<file path="src/rtl/rx_oversample_counter.sv">
// Oversampling edge/bit counter for the UART receiver: tracks the oversample index and bit index
// within a frame, and decodes the mid-bit sample window plus bit/frame completion strobes.
module rx_oversample_counter #(
  parameter int unsigned PRESCALE_W = 6,
  parameter int unsigned BIT_CNT_W  = 4
) (
  input  logic                  i_clk,
  input  logic                  i_rst_n,
  input  logic                  i_enable,
  input  logic [PRESCALE_W-1:0] i_prescale,
  input  logic [3:0]            i_data_len,
  input  logic                  i_par_en,
  input  logic                  i_stop2,
  output logic [PRESCALE_W-1:0] o_edge_cnt,
  output logic [BIT_CNT_W-1:0]  o_bit_cnt,
  output logic                  o_sample_pre,
  output logic                  o_sample_mid,
  output logic                  o_sample_post,
  output logic                  o_bit_done,
  output logic                  o_frame_done,
  output logic                  o_busy,
  output logic                  o_cfg_err
);

  localparam logic [PRESCALE_W-1:0] MinPrescale = PRESCALE_W'(4);
  localparam logic [3:0]            MinDataLen  = 4'd5;
  localparam logic [3:0]            MaxDataLen  = 4'd8;

  typedef enum logic [1:0] {StIdle, StCount, StDone} state_e;

  state_e                r_state;
  state_e                w_state_next;
  logic [PRESCALE_W-1:0] r_edge_cnt;
  logic [PRESCALE_W-1:0] w_edge_cnt_next;
  logic [BIT_CNT_W-1:0]  r_bit_cnt;
  logic [BIT_CNT_W-1:0]  w_bit_cnt_next;

  logic [PRESCALE_W-1:0] r_ps;
  logic [3:0]            r_data_len;
  logic                  r_par_en;
  logic                  r_stop2;
  logic                  r_cfg_err;

  logic                  w_latch;
  logic                  w_ps_bad;
  logic                  w_len_bad;
  logic [PRESCALE_W-1:0] w_ps_clamped;
  logic [3:0]            w_len_clamped;

  logic                  w_in_count;
  logic [PRESCALE_W-1:0] w_mid;
  logic [PRESCALE_W-1:0] w_ps_last;
  logic [BIT_CNT_W-1:0]  w_frame_last;
  logic                  w_bit_done;
  logic                  w_frame_done;

  // Clamp decisions use the raw inputs so cfg_err reflects what the FSM was handed.
  always_comb begin
    w_ps_bad      = (i_prescale < MinPrescale);
    w_len_bad     = (i_data_len < MinDataLen) || (i_data_len > MaxDataLen);
    w_ps_clamped  = w_ps_bad ? MinPrescale : i_prescale;
    w_len_clamped = w_len_bad ? MaxDataLen : i_data_len;
  end

  // F-1 = start + data + parity + stop(s) - 1 = data_len + par_en + stop2 + 1
  always_comb begin
    w_in_count   = (r_state == StCount);
    w_mid        = r_ps >> 1;
    w_ps_last    = r_ps - PRESCALE_W'(1);
    w_frame_last = BIT_CNT_W'(r_data_len) + BIT_CNT_W'(r_par_en) + BIT_CNT_W'(r_stop2)
                 + BIT_CNT_W'(1);
    w_bit_done   = w_in_count && (r_edge_cnt == w_ps_last);
    w_frame_done = w_bit_done && (r_bit_cnt == w_frame_last);
  end

  always_comb begin
    w_state_next    = r_state;
    w_edge_cnt_next = r_edge_cnt;
    w_bit_cnt_next  = r_bit_cnt;
    w_latch         = 1'b0;
    if (!i_enable) begin
      w_state_next    = StIdle;
      w_edge_cnt_next = '0;
      w_bit_cnt_next  = '0;
    end else begin
      case (r_state)
        StIdle: begin
          w_latch         = 1'b1;
          w_state_next    = StCount;
          w_edge_cnt_next = '0;
          w_bit_cnt_next  = '0;
        end
        StCount: begin
          if (w_frame_done) begin
            w_state_next    = StDone;
            w_edge_cnt_next = '0;
            w_bit_cnt_next  = '0;
          end else if (w_bit_done) begin
            w_edge_cnt_next = '0;
            w_bit_cnt_next  = r_bit_cnt + BIT_CNT_W'(1);
          end else begin
            w_edge_cnt_next = r_edge_cnt + PRESCALE_W'(1);
          end
        end
        StDone: begin
          // Held here until enable drops so a frame needs a fresh rising enable.
          w_edge_cnt_next = '0;
          w_bit_cnt_next  = '0;
        end
        default: begin
          w_state_next    = StIdle;
          w_edge_cnt_next = '0;
          w_bit_cnt_next  = '0;
        end
      endcase
    end
  end

  always_ff @(posedge i_clk or negedge i_rst_n) begin
    if (!i_rst_n) begin
      r_state    <= StIdle;
      r_edge_cnt <= '0;
      r_bit_cnt  <= '0;
    end else begin
      r_state    <= w_state_next;
      r_edge_cnt <= w_edge_cnt_next;
      r_bit_cnt  <= w_bit_cnt_next;
    end
  end

  always_ff @(posedge i_clk or negedge i_rst_n) begin
    if (!i_rst_n) begin
      r_ps       <= MinPrescale;
      r_data_len <= MaxDataLen;
      r_par_en   <= 1'b0;
      r_stop2    <= 1'b0;
      r_cfg_err  <= 1'b0;
    end else if (w_latch) begin
      r_ps       <= w_ps_clamped;
      r_data_len <= w_len_clamped;
      r_par_en   <= i_par_en;
      r_stop2    <= i_stop2;
      r_cfg_err  <= w_ps_bad || w_len_bad;
    end
  end

  always_comb begin
    o_edge_cnt    = r_edge_cnt;
    o_bit_cnt     = r_bit_cnt;
    o_busy        = w_in_count;
    o_cfg_err     = r_cfg_err;
    o_sample_pre  = w_in_count && (r_edge_cnt == w_mid - PRESCALE_W'(1));
    o_sample_mid  = w_in_count && (r_edge_cnt == w_mid);
    o_sample_post = w_in_count && (r_edge_cnt == w_mid + PRESCALE_W'(1));
    o_bit_done    = w_bit_done;
    o_frame_done  = w_frame_done;
  end

endmodule
</file>
<file path="config.mk">
export PLATFORM = sky130hd
export DESIGN_NAME = rx_oversample_counter
export DESIGN_NICKNAME = d
export VERILOG_FILES = /design/src/rtl/rx_oversample_counter.sv
export SDC_FILE = /design/constraint.sdc
export NUM_CORES = 1
export LEC_CHECK = 0
export ABC_AREA = 0
export BUFFER_PORTS_ARGS = -buffer_cell sky130_fd_sc_hd__buf_2
export CAP_MARGIN = 25
export CORE_ASPECT_RATIO = 0.8
export CORE_MARGIN = 1
export CORE_UTILIZATION = 56
export CTS_CLUSTER_DIAMETER = 120
export DETAILED_ROUTE_END_ITERATION = 7
export GPL_TIMING_DRIVEN = 0
export PLACE_DENSITY_LB_ADDON = 0.1
export SLEW_MARGIN = 10
export SYNTH_ARGS = -nofsm -noshare
export SYNTH_HDL_FRONTEND = slang
export SYNTH_SLANG_ARGS = --single-unit
</file>
<file path="constraint.sdc">
create_clock -name i_clk -period 3.3 [get_ports i_clk]
set_clock_uncertainty 0.05 [all_clocks]
set_input_delay 0 -clock i_clk [delete_from_list [all_inputs] [get_ports i_clk]]
set_output_delay 0 -clock i_clk [all_outputs]
set_load 0.1 [all_outputs]
</file>
## After elaboration in Yosys (flattened, before gate mapping)

Index checks and enable logic that the tools add are counted.

| storage, ports and cells | value |
|---|---|
| output and inout port bits | 17 |
| register bits after elaboration | 25 |

| operators by class | value |
|---|---|
| $add $sub $neg | 8 |
| multiplexer cells | 15 |
| equal/unequal tests | 10 |
| magnitude comparators | 3 |
| reduce and logical (&&, ||, !) cells | 9 |

Operator list:

| kind | number |
|---|---|
| $mux 6 | 5 |
| $mux 4 | 5 |
| $eq 6x6->1 | 3 |
| $add 4x1->4 | 2 |
| $add 4x1->4 const B | 2 |
| $add 5x1->6 const B | 1 |
| $add 6x1->6 const B | 1 |
| $eq 6x5->1 | 1 |
| $lt 6x3->1 const B | 1 |
| $pmux 2 s3 | 1 |
| $sub 5x1->6 const B | 1 |
| $sub 6x1->6 const B | 1 |
| $logic_and 1x1->1 | 5 |
| $eq 4x4->1 | 1 |
| $gt 4x4->1 const B | 1 |
| $lt 4x3->1 const B | 1 |
| $mux 2 | 2 |
| $ne 4x4->1 const B | 1 |
| $ne 3x3->1 const B | 1 |
| $eq 2x1->1 const B | 1 |
| $eq 2x2->1 const B | 1 |
| $logic_not 2->1 | 1 |
| $logic_or 1x1->1 | 2 |
| $mux 1 | 2 |
| 2 further kinds | 2 |

## Longest topological paths before layout

| logic depth | value |
|---|---|
| depth in word-level cells | 8 |
| mapped depth | 10 |
| gate-level depth less buffers | 10 |

## Least setup slack after synthesis

No wires, ideal clock.

| path | value |
|---|---|
| path kind | flip-flop to output port |
| from | reg r_edge_cnt[3], in the netlist o_edge_cnt[3] |
| to | out o_sample_mid |
| required time | 3.250 ns |
| slack | -1.182 ns |
| stages on the path, launching flop included | 5 |
| data arrival time | 4.432 ns |
| cells stage by stage | dfrtp_1 > clkbuf_2 > xnor2_1 > nand4_1 > nor4_1 |

| between the ends | value |
|---|---|
| word-level cells in the longest chain between the ends | 2 |

Ends and longest elaborated chain:

| item | line | RTL |
|---|---|---|
| start, declared | 33 | `logic [PRESCALE_W-1:0] r_edge_cnt;` |
| start signal, assigned | 126 | `r_edge_cnt <= w_edge_cnt_next;` |
| $eq 6x5->1 | 153 | `o_sample_mid = w_in_count && (r_edge_cnt == w_mid);` |
| $logic_and 1x1->1 | 153 |  |
| end, declared | 17 | `output logic o_sample_mid,` |

No other way between the ends.

## Worst setup path in the final report

| path | value |
|---|---|
| from | reg r_stop2 |
| to | out o_frame_done |

| between the ends | value |
|---|---|
| word-level cells in the longest chain between the ends | 4 |

Ends and longest elaborated chain:

| item | line | RTL |
|---|---|---|
| start, declared | 41 | `logic r_stop2;` |
| start signal, assigned | 142 | `r_stop2 <= i_stop2;` |
| $add 4x1->4 | 70 | `w_frame_last = BIT_CNT_W'(r_data_len) + BIT_CNT_W'(r_par_en) + BIT_CNT_W'(r_stop2)` |
| $add 4x1->4 | 71 | `+ BIT_CNT_W'(1);` |
| $eq 4x4->1 | 73 | `w_frame_done = w_bit_done && (r_bit_cnt == w_frame_last);` |
| $logic_and 1x1->1 | 73 |  |
| end, declared | 20 | `output logic o_frame_done,` |

No other way between the ends.

==> summary.md <==
| Metric | Value |
|---|---|
| Starting Density | `58.9%` |
| Max Clk Rate | `326 MHz` |
| Non-filler cells, final | `293` |
| Post-Synthesis Cells | `205` |
| Crit-path slowest cell | `fa_1` |
| Synthesized flop and latch total | `25` |
| RSZ-0062 raised after global routing | `false` |
| Critical path class | `flip-flop to output port` |
| DP HPWL | `3000 um` |
| Filler cell count | `244` |
| WP data required | `3250 ps` |
| Vias in the first global route | `1541` |
| Synth cell types | `46` |
| Iter 0 DRT Violations | `145` |
| Hold Crit Class | `input pin to flip-flop` |
| Vias per inst | `5.72` |
| Power per cell area | `388 nW/um2` |
| First-pass GRT wire length | `6980 um` |
| Sw Ratio | `37.6%` |
| Die extent in y | `52.9 um` |
| FF-to-FF Start | `r_stop2$_DFFE_PN0P_` |
| Final WL | `4150 um` |
| FF-to-FF setup slack | `430 ps` |
| CTS Buf Count | `3` |
| Congestion Overflow GR | `0` |
| Synth Flop Type | `dfrtp_1` |
| Final hold viol count | `0` |
| Worst hold path cell count | `3` |
| Slew margin rel. | `38.2%` |
| Leakage | `1.04 nW` |
| Site Rows | `18` |
| Clock Latency Late Sink | `270 ps` |
| Max-cap viol count | `0` |
| CTS H-Tree Depth | `1` |
| Placed Cells | `276` |
| NetSw | `0.323 mW` |
| Status | `finished, final reports clean` |
| CP bufs+invs | `3` |
| CP endpoint kind | `output port` |
| Post-synth EDFFs | `0` |
| GPL Wtd Cong | `0.868` |
| Top delay family on crit path | `adder cells` |
| Pint | `0.537 mW` |
| Endpoints failing setup | `0` |
| R2r worst-path depth | `10` |
| Critical path launch point type | `flip-flop` |
| CTS sink cnt | `25` |
| Proportion of layout cells with a drive suffix above 1 | `21.7%` |
| First-pass DRT Iterations | `4` |
| FF+latch area | `633 um2` |
| Critical-path cell list | `inv_1 -> ha_1 -> inv_1 -> ha_1 -> fa_1 -> xor3_1 -> nor3_1 -> and3_1 -> and2_4 -> clkbuf_4` |
| Port Buffer Count | `31` |
| Final period util | `92.9%` |
| Synth-to-layout area growth | `22.1%` |
| Die area | `3480 um2` |
| Crit path largest cell delay | `380 ps` |
| Reg power frac | `41.2%` |
| Max Fanout on Critical Path | `4` |
| Mapped Area | `1820 um2` |
| DR WL/cell | `14.2 um` |
| I/O pins | `32` |
| Initial antenna violation count | `0` |
| Routed Antenna Nets | `0` |
| Clk buf depth | `2` |
| Die extent in x | `65.7 um` |
| Warnings, synthesis | `0` |
| Hold Startpoint | `i_enable` |
| Reg clk slew, reported paths | `90 ps` |
| Max Slew Vio Count | `0` |
| Number of remaining DRC errors | `0` |
| Minimum clock period | `3070 ps` |
| Post-route setup TNS | `0 ps` |
| Commonest non-fill, non-tap cell in the layout | `buf_2` |
| Logic pwr share | `37.5%` |
| Vias | `1675` |
| Total global routing track utilization | `26.8%` |
| CP arrival | `3020 ps` |
| Core Area | `3090 um2` |
| Post-synthesis area per instance | `8.86 um2` |
| Ant. Diodes | `0` |
| Commonest cells after routing, fill and taps aside | `buf_2, nand2_1, dfrtp_1` |
| Slew @ Worst Pin | `923 ps` |
| CTS tree | `done` |
| Hold slack | `4.37 ps` |
| Reg-to-Reg End | `o_bit_cnt[2]$_DFFE_PN0P_` |
| Post-synth net total | `230` |
| Clock Root Buffer | `clkbuf_8` |
| Nets | `279` |
| Total chip power | `0.860 mW` |
| Sequential share of the synthesized area | `34.6%` |
| Clock Power Share | `21.3%` |
| Endpoint, Worst Hold | `o_bit_cnt[3]$_DFFE_PN0P_` |
| Area of the multi-input gates | `1100 um2` |
| Peak supply drop | `0.255 mV` |
| Fraction of registers with async set/reset | `100%` |
| Largest net degree at the start of global routing | `26` |
flip-flops by register name, indices dropped and copies added, names as in the netlist:
name / count
r_state: 2
r_data_len: 4
r_ps: 6
o_edge_cnt: 6
r_stop2: 1
r_par_en: 1
o_bit_cnt: 4
o_cfg_err: 1
layer usage:
| layer | up-vias | part of all wire [%] | track usage [%] |
|---|---|---|---|
| met5 | - | 0 | 0 |
| met4 | 0 | 1.2 | 6.88 |
| met3 | 6 | 6.7 | 7.11 |
| met2 | 56 | 48 | 43.9 |
| met1 | 798 | 44 | 34.9 |
| li1 | 815 | - | - |
worst max-delay path by stage:
stage	to	depth (start not counted)	slack [ps]	from
6_report	o_frame_done	10	230	r_stop2$_DFFE_PN0P_
5_1_grt	o_frame_done	10	80	r_stop2$_DFFE_PN0P_
4_1_cts	o_frame_done	10	140	r_data_len[0]$_DFFE_PN0P_
3_5_place_dp	o_frame_done	10	450	r_data_len[0]$_DFFE_PN0P_
3_3_place_gp	o_frame_done	10	520	r_data_len[0]$_DFFE_PN0P_
2_1_floorplan	o_frame_done	6	6	o_edge_cnt[3]$_DFF_PN0_
worst min-delay path, delay by kind of cell:
kind,cells,cell delay (ps)
buf+inv,1,140
simple gates,1,80
compound gates,1,70
repair_timing:
| item | in CTS | in global routing |
|---|---|---|
| gates resized for setup | 0 | 1 |
| hold buffers | 13 | 0 |
| setup buffers | 0 | 0 |
| endpoints found under the hold margin | 35 | 0 |
| endpoints found under the setup margin | 0 | 1 |
per-stage QoR:
stage / setup slack (ps) / util, % / cell area, um2
finish: 234 / 71.9 / 2220
global route: 81.0 / 71.9 / 2220
CTS: 140 / 71.8 / 2220
detailed placement: 451 / 66.1 / 2040
global placement: 520 / 66.1 / 2040
floorplan: 5.57 / - / 1830
final cells by class:
type | instances | area share [%]
inverter | 12 | 2.03
buffer | 8 | 2.59
sequential | 25 | 28.5
tap | 40 | 2.26
clock inverter | 1 | 0.226
multi-input combinational | 160 | 49.5
clock buffer | 3 | 1.86
timing repair buffer | 44 | 13.0
synthesized netlist by cell type, types with 3 or more instances:
cell type	n	area share (%)
nor2_1	14	2.9
nand2_1	23	4.8
nor4_1	3	1.0
o21ai_0	9	2.5
nor2b_1	4	1.4
inv_1	12	2.5
nand4_1	3	1.0
buf_6	3	1.9
a31oi_1	6	2.1
nand3_1	13	3.6
dfrtp_1	23	32
xor2_1	11	5.3
clkbuf_1	3	0.62
xnor2_1	13	6.3
ha_1	9	6.2
nor3_1	14	3.9
a21o_1	3	1.2
a21oi_1	4	1.1
power groups by stage:
stage	sequential, mW	combinational [mW]	clock [mW]
detailed placement	0.359	0.308	0
CTS	0.354	0.321	0.189
global placement	0.359	0.295	0
finish	0.354	0.322	0.183
floorplan	0.378	0.221	0
global route	0.358	0.354	0.201
logic make-up (layout without fill, tap and decap cells):
group           count (synthesis)  after routing  synth area share (%)
fa+ha+maj                      10             10                  7.30
simple gates                   91             91                  27.1
buf+inv                        20             68                  5.65
xor+xnor                       25             25                  12.9
compound gates                 34             34                  12.5
flops                          25             25                  34.6
No activity file was read; power rests on OpenSTA's default activity.
